### src/rtl/branch_resolve_if.sv
`default_nettype none
// ============================================================================
// Module   : branch_resolve_if
// Brief    : Bundle between the fetch-side predictor, hazard unit, datapath
//            E stage and the branch resolve unit. The master side drives the
//            pipeline inputs; the slave side (the resolve unit) drives the
//            prediction, redirect and predictor-update outputs.
// Revision : 1.0  initial release
// ============================================================================
interface branch_resolve_if #(
    parameter int PHT_INDEX_BITS = 7,
    parameter int BHT_INDEX_BITS = 3
);
    // Fetch-side prediction metadata
    logic                      predict_takeF;
    logic [BHT_INDEX_BITS-1:0] bht_indexF;
    logic [PHT_INDEX_BITS-1:0] pht_indexF;
    // Hazard unit controls
    logic                      stallD;
    logic                      stallE;
    logic                      stallM;
    logic                      flushD;
    logic                      flushE;
    logic                      flushM;
    // Datapath E-stage resolution
    logic                      branchE;
    logic                      actual_takenE;
    logic [31:0]               branch_targetE;
    logic [31:0]               fallthroughE;
    // Outputs of the resolve unit
    logic                      predict_takeD;
    logic                      mispredictE;
    logic [31:0]               redirect_pcE;
    logic                      branchM;
    logic [BHT_INDEX_BITS-1:0] BHT_indexM;
    logic [PHT_INDEX_BITS-1:0] PHT_indexM;
    logic                      takenM;
    logic [31:0]               branch_cnt;
    logic [31:0]               mispredict_cnt;

    modport master (
        output predict_takeF, bht_indexF, pht_indexF,
        output stallD, stallE, stallM, flushD, flushE, flushM,
        output branchE, actual_takenE, branch_targetE, fallthroughE,
        input  predict_takeD, mispredictE, redirect_pcE,
        input  branchM, BHT_indexM, PHT_indexM, takenM,
        input  branch_cnt, mispredict_cnt
    );

    modport slave (
        input  predict_takeF, bht_indexF, pht_indexF,
        input  stallD, stallE, stallM, flushD, flushE, flushM,
        input  branchE, actual_takenE, branch_targetE, fallthroughE,
        output predict_takeD, mispredictE, redirect_pcE,
        output branchM, BHT_indexM, PHT_indexM, takenM,
        output branch_cnt, mispredict_cnt
    );
endinterface
`default_nettype wire

### src/rtl/branch_resolve_unit.sv
`default_nettype none
// ============================================================================
// Module   : branch_resolve_unit
// Brief    : Carries predictor metadata through D/E/M, resolves direction in
//            E (single-cycle mispredict + redirect PC) and drives the local
//            predictor update port from M.
//            Optional macro BRU_PERF_CNT_EN adds saturating branch and
//            mispredict counters; otherwise the counter outputs read 0.
// Revision : 1.0  initial release
// ============================================================================
module branch_resolve_unit #(
    parameter int PHT_INDEX_BITS = 7,
    parameter int BHT_INDEX_BITS = 3
) (
    input  logic            clk,
    input  logic            rst,
    branch_resolve_if.slave bru
);

    typedef struct packed {
        logic                      valid;
        logic                      pred;
        logic [BHT_INDEX_BITS-1:0] bht;
        logic [PHT_INDEX_BITS-1:0] pht;
    } meta_t;

    typedef struct packed {
        meta_t meta;
        logic  is_branch;
        logic  taken;
    } mstage_t;

    meta_t   d_q, d_d;
    meta_t   e_q, e_d;
    mstage_t m_q, m_d;

    logic    w_mispredictE;
    logic    w_branchM;

    // D stage next state: fetch always presents a valid instruction
    always_comb begin
        d_d = d_q;
        if (bru.flushD) begin
            d_d = '0;
        end else if (!bru.stallD) begin
            d_d.valid = 1'b1;
            d_d.pred  = bru.predict_takeF;
            d_d.bht   = bru.bht_indexF;
            d_d.pht   = bru.pht_indexF;
        end
    end

    // E stage next state: bubble when D is held so nothing is duplicated
    always_comb begin
        e_d = e_q;
        if (bru.flushE) begin
            e_d = '0;
        end else if (!bru.stallE) begin
            e_d = bru.stallD ? '0 : d_q;
        end
    end

    // M stage next state: also latches the resolved branch/outcome from E
    always_comb begin
        m_d = m_q;
        if (bru.flushM) begin
            m_d = '0;
        end else if (!bru.stallM) begin
            if (bru.stallE || !e_q.valid) begin
                m_d = '0;
            end else begin
                m_d.meta      = e_q;
                m_d.is_branch = bru.branchE;
                m_d.taken     = bru.actual_takenE;
            end
        end
    end

    // Stage registers; reset discards all in-flight metadata
    always_ff @(posedge clk) begin
        if (rst) begin
            d_q <= '0;
            e_q <= '0;
            m_q <= '0;
        end else begin
            d_q <= d_d;
            e_q <= e_d;
            m_q <= m_d;
        end
    end

    // Gating on !stallE makes the mispredict fire only on the advancing cycle
    assign w_mispredictE     = e_q.valid & bru.branchE & ~bru.stallE
                             & (e_q.pred ^ bru.actual_takenE);
    assign bru.mispredictE   = w_mispredictE;
    assign bru.redirect_pcE  = w_mispredictE
                             ? (bru.actual_takenE ? bru.branch_targetE : bru.fallthroughE)
                             : 32'h0;
    assign bru.predict_takeD = d_q.valid & d_q.pred;

    // Gating on !stallM yields one update pulse however long M is held
    assign w_branchM         = m_q.meta.valid & m_q.is_branch & ~bru.stallM;
    assign bru.branchM       = w_branchM;
    assign bru.BHT_indexM    = m_q.meta.valid ? m_q.meta.bht : '0;
    assign bru.PHT_indexM    = m_q.meta.valid ? m_q.meta.pht : '0;
    assign bru.takenM        = m_q.meta.valid & m_q.taken;

`ifdef BRU_PERF_CNT_EN
    logic [31:0] branch_cnt_q;
    logic [31:0] mispredict_cnt_q;

    // Saturating event counters
    always_ff @(posedge clk) begin
        if (rst) begin
            branch_cnt_q     <= 32'h0;
            mispredict_cnt_q <= 32'h0;
        end else begin
            if (w_branchM && (branch_cnt_q != 32'hFFFF_FFFF)) begin
                branch_cnt_q <= branch_cnt_q + 32'd1;
            end
            if (w_mispredictE && (mispredict_cnt_q != 32'hFFFF_FFFF)) begin
                mispredict_cnt_q <= mispredict_cnt_q + 32'd1;
            end
        end
    end

    assign bru.branch_cnt     = branch_cnt_q;
    assign bru.mispredict_cnt = mispredict_cnt_q;
`else
    assign bru.branch_cnt     = 32'h0;
    assign bru.mispredict_cnt = 32'h0;
`endif

endmodule
`default_nettype wire
### src/flat_wrapper.sv
// flat-port wrapper written by rule: the top's interface ports become plain ports
module branch_resolve_unit_flat 
#(
    parameter int PHT_INDEX_BITS = 7,
    parameter int BHT_INDEX_BITS = 3
)
  (clk, rst, bru_predict_takeF, bru_bht_indexF, bru_pht_indexF, bru_stallD, bru_stallE, bru_stallM, bru_flushD, bru_flushE, bru_flushM, bru_branchE, bru_actual_takenE, bru_branch_targetE, bru_fallthroughE, bru_predict_takeD, bru_mispredictE, bru_redirect_pcE, bru_branchM, bru_BHT_indexM, bru_PHT_indexM, bru_takenM, bru_branch_cnt, bru_mispredict_cnt);
  branch_resolve_if #(.PHT_INDEX_BITS(PHT_INDEX_BITS), .BHT_INDEX_BITS(BHT_INDEX_BITS)) bru_i ();
  input  logic clk;
  input  logic rst;
  input wire logic [$bits(bru_i.predict_takeF)-1:0] bru_predict_takeF;
  input wire logic [$bits(bru_i.bht_indexF)-1:0] bru_bht_indexF;
  input wire logic [$bits(bru_i.pht_indexF)-1:0] bru_pht_indexF;
  input wire logic [$bits(bru_i.stallD)-1:0] bru_stallD;
  input wire logic [$bits(bru_i.stallE)-1:0] bru_stallE;
  input wire logic [$bits(bru_i.stallM)-1:0] bru_stallM;
  input wire logic [$bits(bru_i.flushD)-1:0] bru_flushD;
  input wire logic [$bits(bru_i.flushE)-1:0] bru_flushE;
  input wire logic [$bits(bru_i.flushM)-1:0] bru_flushM;
  input wire logic [$bits(bru_i.branchE)-1:0] bru_branchE;
  input wire logic [$bits(bru_i.actual_takenE)-1:0] bru_actual_takenE;
  input wire logic [$bits(bru_i.branch_targetE)-1:0] bru_branch_targetE;
  input wire logic [$bits(bru_i.fallthroughE)-1:0] bru_fallthroughE;
  output wire logic [$bits(bru_i.predict_takeD)-1:0] bru_predict_takeD;
  output wire logic [$bits(bru_i.mispredictE)-1:0] bru_mispredictE;
  output wire logic [$bits(bru_i.redirect_pcE)-1:0] bru_redirect_pcE;
  output wire logic [$bits(bru_i.branchM)-1:0] bru_branchM;
  output wire logic [$bits(bru_i.BHT_indexM)-1:0] bru_BHT_indexM;
  output wire logic [$bits(bru_i.PHT_indexM)-1:0] bru_PHT_indexM;
  output wire logic [$bits(bru_i.takenM)-1:0] bru_takenM;
  output wire logic [$bits(bru_i.branch_cnt)-1:0] bru_branch_cnt;
  output wire logic [$bits(bru_i.mispredict_cnt)-1:0] bru_mispredict_cnt;
  assign bru_i.predict_takeF = bru_predict_takeF;
  assign bru_i.bht_indexF = bru_bht_indexF;
  assign bru_i.pht_indexF = bru_pht_indexF;
  assign bru_i.stallD = bru_stallD;
  assign bru_i.stallE = bru_stallE;
  assign bru_i.stallM = bru_stallM;
  assign bru_i.flushD = bru_flushD;
  assign bru_i.flushE = bru_flushE;
  assign bru_i.flushM = bru_flushM;
  assign bru_i.branchE = bru_branchE;
  assign bru_i.actual_takenE = bru_actual_takenE;
  assign bru_i.branch_targetE = bru_branch_targetE;
  assign bru_i.fallthroughE = bru_fallthroughE;
  assign bru_predict_takeD = bru_i.predict_takeD;
  assign bru_mispredictE = bru_i.mispredictE;
  assign bru_redirect_pcE = bru_i.redirect_pcE;
  assign bru_branchM = bru_i.branchM;
  assign bru_BHT_indexM = bru_i.BHT_indexM;
  assign bru_PHT_indexM = bru_i.PHT_indexM;
  assign bru_takenM = bru_i.takenM;
  assign bru_branch_cnt = bru_i.branch_cnt;
  assign bru_mispredict_cnt = bru_i.mispredict_cnt;
  branch_resolve_unit #(.PHT_INDEX_BITS(PHT_INDEX_BITS), .BHT_INDEX_BITS(BHT_INDEX_BITS)) u_core (.clk(clk), .rst(rst), .bru(bru_i));
endmodule
### config.mk
export PLATFORM = sky130hd
export DESIGN_NAME = branch_resolve_unit_flat
export DESIGN_NICKNAME = d
export VERILOG_FILES = /design/src/rtl/branch_resolve_if.sv /design/src/rtl/branch_resolve_unit.sv /design/src/flat_wrapper.sv
export SDC_FILE = /design/constraint.sdc
export NUM_CORES = 1
export LEC_CHECK = 0
export CAP_MARGIN = 5
export CELL_PAD_IN_SITES_DETAIL_PLACEMENT = 0
export CELL_PAD_IN_SITES_GLOBAL_PLACEMENT = 2
export CORE_AREA = 2 2 90 92
export CTS_BUF_LIST = sky130_fd_sc_hd__clkbuf_16
export DETAILED_ROUTE_END_ITERATION = 6
export DIE_AREA = 0 0 92 94
export DONT_BUFFER_PORTS = 1
export GPL_ROUTABILITY_DRIVEN = 0
export GPL_TIMING_DRIVEN = 0
export PLACE_DENSITY = 0.89
export SYNTH_ARGS = -nofsm -noshare
export SYNTH_HDL_FRONTEND = slang
export SYNTH_SLANG_ARGS = --single-unit
### constraint.sdc
create_clock -name clk -period 2.4 [get_ports clk]
set_clock_uncertainty 0.2 [all_clocks]
set_input_delay 0.48 -clock clk [delete_from_list [all_inputs] [get_ports clk]]
set_output_delay 0.48 -clock clk [all_outputs]
set_load 0.05 [all_outputs]
==> flow_summary.ini <==
[logic_synthesis]
synth_ff_type = dfxtp_1
synth_cells = 284
ys_types = 27
ys_warn_count = 0
ys_ff_latch = 37
netlist_area_um2 = 2700
synth-edff-count = 0
synth.avg_cell_area_um2 = 9.50
async_flop_share = 0
yosysSeqAreaShare = 0.274

[floorplanning]
fp-row-count = 32
core-area_um2 = 7610
die_area_um2 = 8650
ios = 195
fp.dieH_um = 94
die_w_um = 92
initial_utilization = 0.355

[finish]
area_growth_pct = 24.2
drive_gt1_frac = 0.366
final_nets = 439
final_cell_area_um2 = 3350
antennaDiodeCount = 0
final_core_util = 0.441

[setup_path]
cp_top_family = simple AND/OR/NAND/NOR gates
path_cells = xnor2_4 > buf_6 > nor3_2
crit_fanout = 10
cp_slowest_cell = nor3_2
arrival_ns = 1.81
cp.required_ns = 1.72
crit_path_max_incr_delay_ns = 0.73
critPathKind = flop to primary output
end_kind = primary output
path_buf_inv = 1
start_kind = flop

[sta]
rsz0062_at_grt = yes
slew_headroom = 0.378
layout_min_cycle_time_ns = 2.49
worst_slack_ns = -0.0940
final_max_slew_viol_count = 0
post-route-period-util = 1.04
fin_hold_ws_ns = 0.151
tightest_slew_ns = 0.928
max_freq_mhz = 401
finalSetupViolCount = 8
hold_viol = 0

[drt]
drt-wirelength-per-cell_um = 13.4
drt_wl_total_mm = 6.11
viasPerCell = 4.23
met1_length_mm = 2.36
wl_met3_um = 517
drc = 0
drtIter0Drc = 19
highest_layer = met4
vias = 1935
ant_nets = 0
drtPass1Iterations = 4
wl_met2_mm = 3.19

[global_routing]
gr-total-overflow = 0
antenna_found_initial = 0
grt_pass1_vias = 1798
grt_pass1_wl_mm = 8.91
groute.usage.overall = 0.129
grt_start_max_net_pins = 12

[cts]
cts_tree = built
clock-root-buffer = clkbuf_16
cts_hold_buffers = 0
clock_latency_ns = 0.27
clkTransAtPathRegs_ns = 0.05
htree_num_levels = 2
clkSinkCount = 37
numCtsBuffers = 5
cts.path.max_buffers = 2

[placed_design]
place_area_um2 = 3080
io_buffers = 0
hpwlAfterDp_mm = 5.05

[pwr]
clkPwrFrac = 0.357
internal_power_uw = 1130
combinationalPowerShare = 0.273
power_frac_seq = 0.370
p_leak_uw = 0.00156
swShare = 0.332
ir_drop_uv = 465
switchingPower_uw = 563
total_power_uw = 1690
p_per_area_nw_per_um2 = 505

[status]
violations = negative setup slack
outcome = finished, violations left

[hold_path]
hold_class = input pin to flop

[flow_run]
drv_cap = 0
==> what timing repair did <==
action	4_1_cts	5_1_grt
gates resized for setup	20	2
pin swaps	0	1
endpoints found under the setup margin	29	32
hold endpoints to repair	0	0
setup buffers	0	0
==> final cells by class <==
type	instances	area (um2)
plain buffers	84	638
inverters	1	3.75
fillers	761	4260
clock inverters	3	12.5
flip-flops and latches	37	741
multi-input cells	225	1700
clock buffers	5	125
well taps	102	128
==> Yosys cell counts (2+ instances only) <==
library cell,instances,area (um2)
clkbuf_1,3,11.3
buf_2,3,15.0
nor3_4,2,32.5
or3b_2,5,43.8
buf_6,7,78.8
buf_4,70,526
nor3_2,27,270
a32o_1,11,110
or3b_1,7,61.3
nor3_1,3,15.0
mux2i_1,43,430
and2_1,13,81.3
or2_2,2,12.5
a21oi_1,13,65.1
nor2_1,14,52.6
nand2_1,14,52.6
dfxtp_1,37,741
==> routing by layer <==
metal	up-vias	track usage
met3	4	0.0337
met5	-	0
met4	0	0.0261
met2	98	0.246
met1	836	0.145
li1	997	-
==> flip-flops by register name, indices dropped and copies added, names as in the netlist <==
register / cells
u_core.m_q: 13
u_core.d_q: 12
u_core.e_q: 12
==> power by group through the flow <==
stage	combinational, uW	sequential (uW)	clock, uW
floorplan	422	638	0
global placement	439	640	0
detailed placement	443	640	0
CTS	457	627	618
global route	487	627	648
finish	463	627	604
==> path summary, 6_finish.rpt <==
path	start	endpoint	slack, ns	cells after the start
min	bru_bht_indexF[1]	u_core.d_q[8]	0.15	2
max	u_core.e_q[10]	bru_redirect_pcE[27]	-0.09	3
min reg2reg	u_core.e_q[7]	u_core.e_q[7]	0.25	2
max reg2reg	u_core.e_q[11]	u_core.m_q[6]	1.00	3
==> cell usage in the layout, fill, tap and decap left out, drive strengths merged, types with 2 or more instances in the layout <==
master  Yosys  layout
nor3b       2       2
a32o       11      11
nor3       32      32
buf        80      80
clkinv      0       3
conb        1      64
a21oi      13      13
clkbuf      4       9
mux2i      43      43
and2       13      13
nand2      14      14
or2         2       2
dfxtp      37      37
nor2       14      14
or3b       12      12
==> stage by stage <==
step | std cells | setup TNS [ns] | worst slack, ns
after detailed placement | 449 | -0.764 | -0.0609
after CTS | 457 | -1.20 | -0.156
final | 457 | -0.613 | -0.0940
after global placement | 449 | -1.21 | -0.339
after floorplan | 347 | -0.558 | -0.186
after global routing | 457 | -1.13 | -0.150
==> cells by family (layout without fill, tap and decap cells) <==
group                  count (synthesis)  count (layout)  share of synthesized area
XOR/XNOR                               1               1                     0.0102
AO/OA/AOI/OAI                         26              26                     0.0705
AND/OR/NAND/NOR                       91              91                      0.246
multiplexers                          43              43                      0.159
buffers and inverters                 85              93                      0.238
flip-flops                            37              37                      0.274
other                                  1              64                    0.00139
(Power assumes the default switching activity.)
